**src/rtl/color_centroid_if.sv**
```systemverilog
// Capture-side write stream in, frame-buffer write stream out.
// The centroid block takes the slave view; the camera/bench side takes master.
interface color_centroid_if;
    logic        cap_we;
    logic [12:0] cap_addr;
    logic [11:0] cap_data;
    logic        fb_we;
    logic [12:0] fb_addr;
    logic [11:0] fb_data;

    modport master (
        output cap_we, cap_addr, cap_data,
        input  fb_we, fb_addr, fb_data
    );

    modport slave (
        input  cap_we, cap_addr, cap_data,
        output fb_we, fb_addr, fb_data
    );
endinterface

```
**src/rtl/color_centroid.sv**
```systemverilog
// Snoops the capture write stream, forwards it to the frame buffer and computes the red-object centroid.
// Optional build macro COLOR_CENTROID_MARK_EN paints matching pixels green on the frame-buffer path.
module color_centroid #(
    parameter int         c_img_cols    = 80,
    parameter int         c_img_rows    = 60,
    parameter int         c_nb_img_pxls = 13,
    parameter int         c_nb_buf      = 12,
    parameter logic [3:0] c_red_min     = 4'd10,
    parameter logic [3:0] c_oth_max     = 4'd5,
    parameter logic [12:0] c_min_pxls   = 13'd8
) (
    input  logic                 clk,
    input  logic                 rst,
    input  logic                 rgbmode,
    color_centroid_if.slave      bus,
    output logic                 busy,
    output logic                 obj_valid,
    output logic                 obj_found,
    output logic [12:0]          obj_cnt,
    output logic [6:0]           obj_col,
    output logic [5:0]           obj_row
);
    localparam int c_img_pxls = c_img_cols * c_img_rows;
    localparam logic [4:0] c_last_iter = 5'd18;

    typedef enum logic [1:0] {S_IDLE, S_DIV_COL, S_DIV_ROW, S_DONE} state_t;
    state_t r_state, w_state_next;

    logic                     r_fb_we;
    logic [c_nb_img_pxls-1:0] r_fb_addr;
    logic [c_nb_buf-1:0]      r_fb_data;
    logic [6:0]  r_col;
    logic [5:0]  r_row;
    logic        r_full;
    logic [12:0] r_cnt, r_op_cnt;
    logic [18:0] r_sum_col, r_sum_row, r_op_row;
    logic [18:0] r_quo;
    logic [13:0] r_rem;
    logic [4:0]  r_iter;
    logic [6:0]  r_res_col, r_obj_col;
    logic [5:0]  r_res_row, r_obj_row;
    logic [12:0] r_obj_cnt;
    logic        r_obj_valid, r_obj_found;

    logic        w_match, w_start, w_end, w_pos_ok, w_hit;
    logic [6:0]  w_cur_col;
    logic [5:0]  w_cur_row;
    logic [12:0] w_cnt_next;
    logic [18:0] w_sc_next, w_sr_next;
    logic [13:0] w_rem_shift, w_rem_new;
    logic [18:0] w_quo_new;
    logic        w_ge;

    assign w_match  = rgbmode & (bus.cap_data[11:8] >= c_red_min)
                    & (bus.cap_data[7:4] <= c_oth_max) & (bus.cap_data[3:0] <= c_oth_max);
    assign w_start  = bus.cap_we & (bus.cap_addr == '0);
    assign w_end    = bus.cap_we & (bus.cap_addr == 13'(c_img_pxls - 1));
    // A restart at address 0 overrides the running position and the overflow guard.
    assign w_cur_col = w_start ? 7'd0 : r_col;
    assign w_cur_row = w_start ? 6'd0 : r_row;
    assign w_pos_ok  = w_start | ~r_full;
    assign w_hit     = bus.cap_we & w_match & w_pos_ok;

    assign w_cnt_next = (w_start ? 13'd0 : r_cnt) + 13'(w_hit);
    assign w_sc_next  = (w_start ? 19'd0 : r_sum_col) + (w_hit ? 19'(w_cur_col) : 19'd0);
    assign w_sr_next  = (w_start ? 19'd0 : r_sum_row) + (w_hit ? 19'(w_cur_row) : 19'd0);

    // One restoring-division step: r_quo shifts dividend bits out and quotient bits in.
    assign w_rem_shift = {r_rem[12:0], r_quo[18]};
    assign w_ge        = (w_rem_shift >= {1'b0, r_op_cnt});
    assign w_rem_new   = w_ge ? (w_rem_shift - {1'b0, r_op_cnt}) : w_rem_shift;
    assign w_quo_new   = {r_quo[17:0], w_ge};

    always_ff @(posedge clk) begin
        if (rst) r_state <= S_IDLE;
        else     r_state <= w_state_next;
    end

    always_comb begin
        w_state_next = r_state;
        case (r_state)
            S_IDLE:    if (w_end) w_state_next = (w_cnt_next == '0) ? S_DONE : S_DIV_COL;
            S_DIV_COL: if (r_iter == c_last_iter) w_state_next = S_DIV_ROW;
            S_DIV_ROW: if (r_iter == c_last_iter) w_state_next = S_DONE;
            S_DONE:    w_state_next = S_IDLE;
            default:   w_state_next = S_IDLE;
        endcase
    end

    always_ff @(posedge clk) begin
        if (rst) begin
            r_fb_we <= 1'b0;  r_fb_addr <= '0;  r_fb_data <= '0;
            r_col <= '0;  r_row <= '0;  r_full <= 1'b0;
            r_cnt <= '0;  r_sum_col <= '0;  r_sum_row <= '0;
            r_op_cnt <= '0;  r_op_row <= '0;  r_quo <= '0;  r_rem <= '0;  r_iter <= '0;
            r_res_col <= '0;  r_res_row <= '0;
            r_obj_valid <= 1'b0;  r_obj_found <= 1'b0;  r_obj_cnt <= '0;
            r_obj_col <= '0;  r_obj_row <= '0;
        end else begin
            r_fb_we   <= bus.cap_we;
            r_fb_addr <= bus.cap_addr;
`ifdef COLOR_CENTROID_MARK_EN
            r_fb_data <= w_match ? 12'h0F0 : bus.cap_data;
`else
            r_fb_data <= bus.cap_data;
`endif
            r_cnt     <= w_cnt_next;
            r_sum_col <= w_sc_next;
            r_sum_row <= w_sr_next;

            if (bus.cap_we && w_pos_ok) begin
                r_full <= 1'b0;
                if (w_cur_col == 7'(c_img_cols - 1)) begin
                    r_col <= '0;
                    if (w_cur_row == 6'(c_img_rows - 1)) r_full <= 1'b1;
                    else                                 r_row  <= w_cur_row + 6'd1;
                end else begin
                    r_col <= w_cur_col + 7'd1;
                    r_row <= w_cur_row;
                end
            end

            r_obj_valid <= 1'b0;
            case (r_state)
                S_IDLE: if (w_end) begin
                    r_op_cnt  <= w_cnt_next;
                    r_op_row  <= w_sr_next;
                    r_quo     <= w_sc_next;
                    r_rem     <= '0;
                    r_iter    <= '0;
                    r_res_col <= '0;
                    r_res_row <= '0;
                end
                S_DIV_COL: begin
                    r_rem  <= w_rem_new;
                    r_quo  <= w_quo_new;
                    r_iter <= r_iter + 5'd1;
                    if (r_iter == c_last_iter) begin
                        r_res_col <= w_quo_new[6:0];
                        r_quo     <= r_op_row;
                        r_rem     <= '0;
                        r_iter    <= '0;
                    end
                end
                S_DIV_ROW: begin
                    r_rem  <= w_rem_new;
                    r_quo  <= w_quo_new;
                    r_iter <= r_iter + 5'd1;
                    if (r_iter == c_last_iter) begin
                        r_res_row <= w_quo_new[5:0];
                        r_iter    <= '0;
                    end
                end
                S_DONE: begin
                    r_obj_valid <= 1'b1;
                    r_obj_cnt   <= r_op_cnt;
                    r_obj_col   <= r_res_col;
                    r_obj_row   <= r_res_row;
                    r_obj_found <= (r_op_cnt >= c_min_pxls);
                end
                default: ;
            endcase
        end
    end

    assign bus.fb_we   = r_fb_we;
    assign bus.fb_addr = r_fb_addr;
    assign bus.fb_data = r_fb_data;
    assign busy        = (r_state == S_DIV_COL) || (r_state == S_DIV_ROW);
    assign obj_valid   = r_obj_valid;
    assign obj_found   = r_obj_found;
    assign obj_cnt     = r_obj_cnt;
    assign obj_col     = r_obj_col;
    assign obj_row     = r_obj_row;
endmodule

```
**src/flat_wrapper.sv**
```systemverilog
// flat-port wrapper written by rule: the top's interface ports become plain ports
module color_centroid_flat 
#(
    parameter int         c_img_cols    = 80,
    parameter int         c_img_rows    = 60,
    parameter int         c_nb_img_pxls = 13,
    parameter int         c_nb_buf      = 12,
    parameter logic [3:0] c_red_min     = 4'd10,
    parameter logic [3:0] c_oth_max     = 4'd5,
    parameter logic [12:0] c_min_pxls   = 13'd8
)
  (clk, rst, rgbmode, busy, obj_valid, obj_found, obj_cnt, obj_col, obj_row, bus_cap_we, bus_cap_addr, bus_cap_data, bus_fb_we, bus_fb_addr, bus_fb_data);
  color_centroid_if bus_i ();
  input  logic clk;
  input  logic rst;
  input  logic rgbmode;
  output logic busy;
  output logic obj_valid;
  output logic obj_found;
  output logic [12:0] obj_cnt;
  output logic [6:0] obj_col;
  output logic [5:0] obj_row;
  input wire logic [$bits(bus_i.cap_we)-1:0] bus_cap_we;
  input wire logic [$bits(bus_i.cap_addr)-1:0] bus_cap_addr;
  input wire logic [$bits(bus_i.cap_data)-1:0] bus_cap_data;
  output wire logic [$bits(bus_i.fb_we)-1:0] bus_fb_we;
  output wire logic [$bits(bus_i.fb_addr)-1:0] bus_fb_addr;
  output wire logic [$bits(bus_i.fb_data)-1:0] bus_fb_data;
  assign bus_i.cap_we = bus_cap_we;
  assign bus_i.cap_addr = bus_cap_addr;
  assign bus_i.cap_data = bus_cap_data;
  assign bus_fb_we = bus_i.fb_we;
  assign bus_fb_addr = bus_i.fb_addr;
  assign bus_fb_data = bus_i.fb_data;
  color_centroid #(.c_img_cols(c_img_cols), .c_img_rows(c_img_rows), .c_nb_img_pxls(c_nb_img_pxls), .c_nb_buf(c_nb_buf), .c_red_min(c_red_min), .c_oth_max(c_oth_max), .c_min_pxls(c_min_pxls)) u_core (.clk(clk), .rst(rst), .rgbmode(rgbmode), .bus(bus_i), .busy(busy), .obj_valid(obj_valid), .obj_found(obj_found), .obj_cnt(obj_cnt), .obj_col(obj_col), .obj_row(obj_row));
endmodule
```
**config.mk**
```make
export PLATFORM = sky130hd
export DESIGN_NAME = color_centroid_flat
export DESIGN_NICKNAME = d
export VERILOG_FILES = /design/src/rtl/color_centroid_if.sv /design/src/rtl/color_centroid.sv /design/src/flat_wrapper.sv
export SDC_FILE = /design/constraint.sdc
export NUM_CORES = 1
export LEC_CHECK = 0
export CORE_MARGIN = 2
export CORE_UTILIZATION = 40
export CTS_CLUSTER_DIAMETER = 150
export CTS_CLUSTER_SIZE = 25
export DETAILED_ROUTE_END_ITERATION = 7
export GPL_ROUTABILITY_DRIVEN = 0
export PLACE_DENSITY = 0.69
export SLEW_MARGIN = 25
export SYNTH_ARGS = -nofsm -noshare
export SYNTH_HDL_FRONTEND = slang
export SYNTH_SLANG_ARGS = --single-unit
```
**constraint.sdc**
```tcl
create_clock -name clk -period 4 [get_ports clk]
set_input_delay 0.8 -clock clk [delete_from_list [all_inputs] [get_ports clk]]
set_output_delay 0.8 -clock clk [all_outputs]
set_load 0.05 [all_outputs]
```
==> run metrics <==
Initial Util=41.0%; ranking of synthesized cells by area=dfxtp_1, ha_1, nor2_1, nand2_1, a21oi_1; Hold Crit Endpoint=u_core.r_res_row[0]$_SDFFE_PP0P_; WHS Path Cells=2; Post-Syn Instances=1,117; Setup CP Type=in2reg; Die Wd=160 um; synthesis-to-layout area growth=21.4%; Synth area leader=dfxtp_1; initial antenna violation count=0; via/cell ratio=5.37; Pleak=4.47 nW; final setup fails=0; Worst-Skew Late Latency=480 ps; Seq/Total Area, Yosys=42.0%; synth cell count leaders=dfxtp_1, nor2_1, nand2_1; Fin Clk Skew=28.2 ps; maximum clock rate=0.266 GHz; Async S/R FF share, synth=0%; worst r2r src=u_core.r_full$_SDFFE_PP0P_; Yosys Warn Count=0; Port Buf Inserts=83; post-detailed-route wirelength per cell=15.5 um; P_int=0.00298 W; fin crit share=93.9%; via count=8,398; largest net degree at the start of global routing=57; Post-Synthesis Cell Area=9670 sq um; Setup TNS=0 ps; DR iter-0 viols=469; DIE HEIGHT=160 um; CP Data Arrival Time=4170 ps; Sw Share=29.8%; maximum vdd ir drop=315 uV; outcome=finished, final reports clean; R2R Setup Slk=1010 ps; gr ovfl total=0; Synthesized Nets=1,185; buffer count from post-CTS setup fixing=0; Post-Route Utilization=49.7%; dpl ws=-377 ps; worst-case reg-to-reg path depth=14; crit-path max FO=6; Req. time, crit path=4410 ps; clock buffer depth=3; routed wire length=24,200 um; Avg Synthesized Cell Area=8.66 sq um; CTS H-tree lvls=1; share of cells above drive strength 1=9.48%; Post-synth EDFFs=0; Final #Nets=1,313; Main synth FF type=dfxtp_1; Final min period=3760 ps; #FFs+latches synth=203; clk slew on worst S/H paths=90 ps; switching pwr=0.00126 W; Slew Limit Fails=0; # DRC=0; Logic pwr share=18.6%; Worst Hold Slack=460 ps; Clk network pwr share=30.3%; Crit Reg-Reg Endpoint=u_core.r_quo[8]$_SDFFE_PP0P_; final worst setup slack=245 ps; Core Area=23,600 sq um; worst hold-check path type=reg2reg; most frequent cell after synthesis=dfxtp_1; Sequential Power Share=51.1%; Max-Cap Viols=0; post-synth top area share=42.0%; Fillers=2,188; Tightest Pin Transition=841 ps; row count=56; total die area=25,400 sq um; vias in the first global route=7,999; Initial DRT Pass Iterations=5; TritonCTS clock tree=done; Startpoint Class=input port; dpl hpwl=17,600 um; clk root buf=clkbuf_16; Num CTS Buffers=12; relative slew slack=43.9%; gr usage total=18.6%; PwrDens=361 nW/um^2; first-pass GRT wire length=39,700 um; hold_sp=u_core.r_res_row[0]$_SDFFE_PP0P_; Antenna Violating Nets Remaining=0; clk sinks=203; endpoints failing hold=0; Cell variety after synth=71; ANT cells=0; CP endpoint kind=flip-flop; I/O pin cnt=84
registers in the layout, indices dropped and copies added (netlist names), 2 cells and up:
register            cells
u_core.obj_cnt         13
u_core.obj_col          7
u_core.bus.fb_addr     13
u_core.r_op_cnt        13
u_core.r_sum_col       19
u_core.r_col            7
u_core.r_quo           19
u_core.r_sum_row       19
u_core.r_cnt           13
u_core.r_res_col        7
u_core.obj_row          6
u_core.r_res_row        6
u_core.r_rem           13
u_core.r_op_row        19
u_core.r_iter           5
u_core.bus.fb_data     12
u_core.r_state          2
u_core.r_row            6
routing by layer:
layer	share of wire, %	up-vias	track usage, %
met5	0	-	0
met1	46	4018	23.4
met2	48	136	33.2
met3	3.5	38	2.16
li1	-	4206	-
met4	2.4	0	5.58
per-stage QoR:
stage               power, W  cells  cell area [sq um]
floorplan            0.00273   1117               9670
global placement     0.00297   1550              11300
detailed placement   0.00298   1550              11300
CTS                  0.00427   1564              11700
global route         0.00441   1564              11700
finish               0.00424   1564              11700
how the worst max path moves through the flow:
stage	slack (ps)	cells after the start	startpoint	end
after floorplan	50	14	bus_cap_addr[6]	u_core.r_quo[12]$_SDFFE_PP0P_
after global placement	-340	15	bus_cap_data[10]	u_core.r_quo[17]$_SDFFE_PP0P_
after detailed placement	-380	17	bus_cap_addr[0]	u_core.r_quo[16]$_SDFFE_PP0P_
after CTS	100	17	bus_cap_addr[0]	u_core.r_quo[16]$_SDFFE_PP0P_
after global routing	-10	17	bus_cap_addr[5]	u_core.r_op_row[10]$_SDFFE_PP0P_
final	240	17	bus_cap_addr[5]	u_core.r_quo[16]$_SDFFE_PP0P_
kinds of logic after synthesis:
group                    after synthesis  synth area share (%)
AND/OR/NAND/NOR                      458                  24.3
AO/OA/AOI/OAI                        246                  16.9
flip-flops                           203                  42.0
buffers and inverters                 87                  3.49
XOR/XNOR                              48                  4.35
adder cells (fa/ha/maj)               39                  5.28
multiplexers                          36                  3.73
layout by cell type (no fill, tap or decap), drive strengths merged, types with 10 or more instances in the layout:
master / n
a21o: 10
xnor2: 22
nand4: 17
inv: 33
and2: 50
buf: 86
and3: 15
nand3: 32
dfxtp: 203
a21oi: 73
ha: 36
o21ai: 51
nor2: 117
nand2: 99
mux2i: 36
xor2: 26
nor3: 38
o211ai: 15
nor2b: 38
clkdlybuf4s50: 82
clkbuf: 13
power groups by stage:
| stage | Clock [W] | Combinational (W) | Sequential, W |
|---|---|---|---|
| after floorplan | 0 | 0.000494 | 0.00224 |
| after global placement | 0 | 0.000762 | 0.00221 |
| after detailed placement | 0 | 0.000773 | 0.00221 |
| after CTS | 0.00133 | 0.000776 | 0.00216 |
| after global routing | 0.00138 | 0.000859 | 0.00217 |
| final | 0.00129 | 0.000788 | 0.00216 |
cell type report:
cell class,instances,area [sq um],area share (%)
clock buffer,13,325,2.77
tap,319,399,3.40
inverter,33,124,1.06
sequential,203,4060,34.6
multi-input combinational,827,5330,45.4
clock inverter,1,30.0,0.256
timing repair buffer,168,1470,12.5
what timing repair did:
item / CTS / global route
hold buffers: 0 / 0
resized for setup: 0 / 9
setup endpoints to repair: 0 / 32
critical path, cell delays in order:
cell and delay (ps):
clkdlybuf4s50_1 460, nor4_4 370, nand4_1 160, buf_4 190, a21boi_2 160, nand2b_1 110
inv_1 110, and2_1 140, ha_1 190, fa_2 220, a211oi_1 90, o21ai_0 170
buf_4 160, nand2_1 80, or4_1 450, a21oi_2 170, o311a_1 140
(Power assumes the default switching activity.)
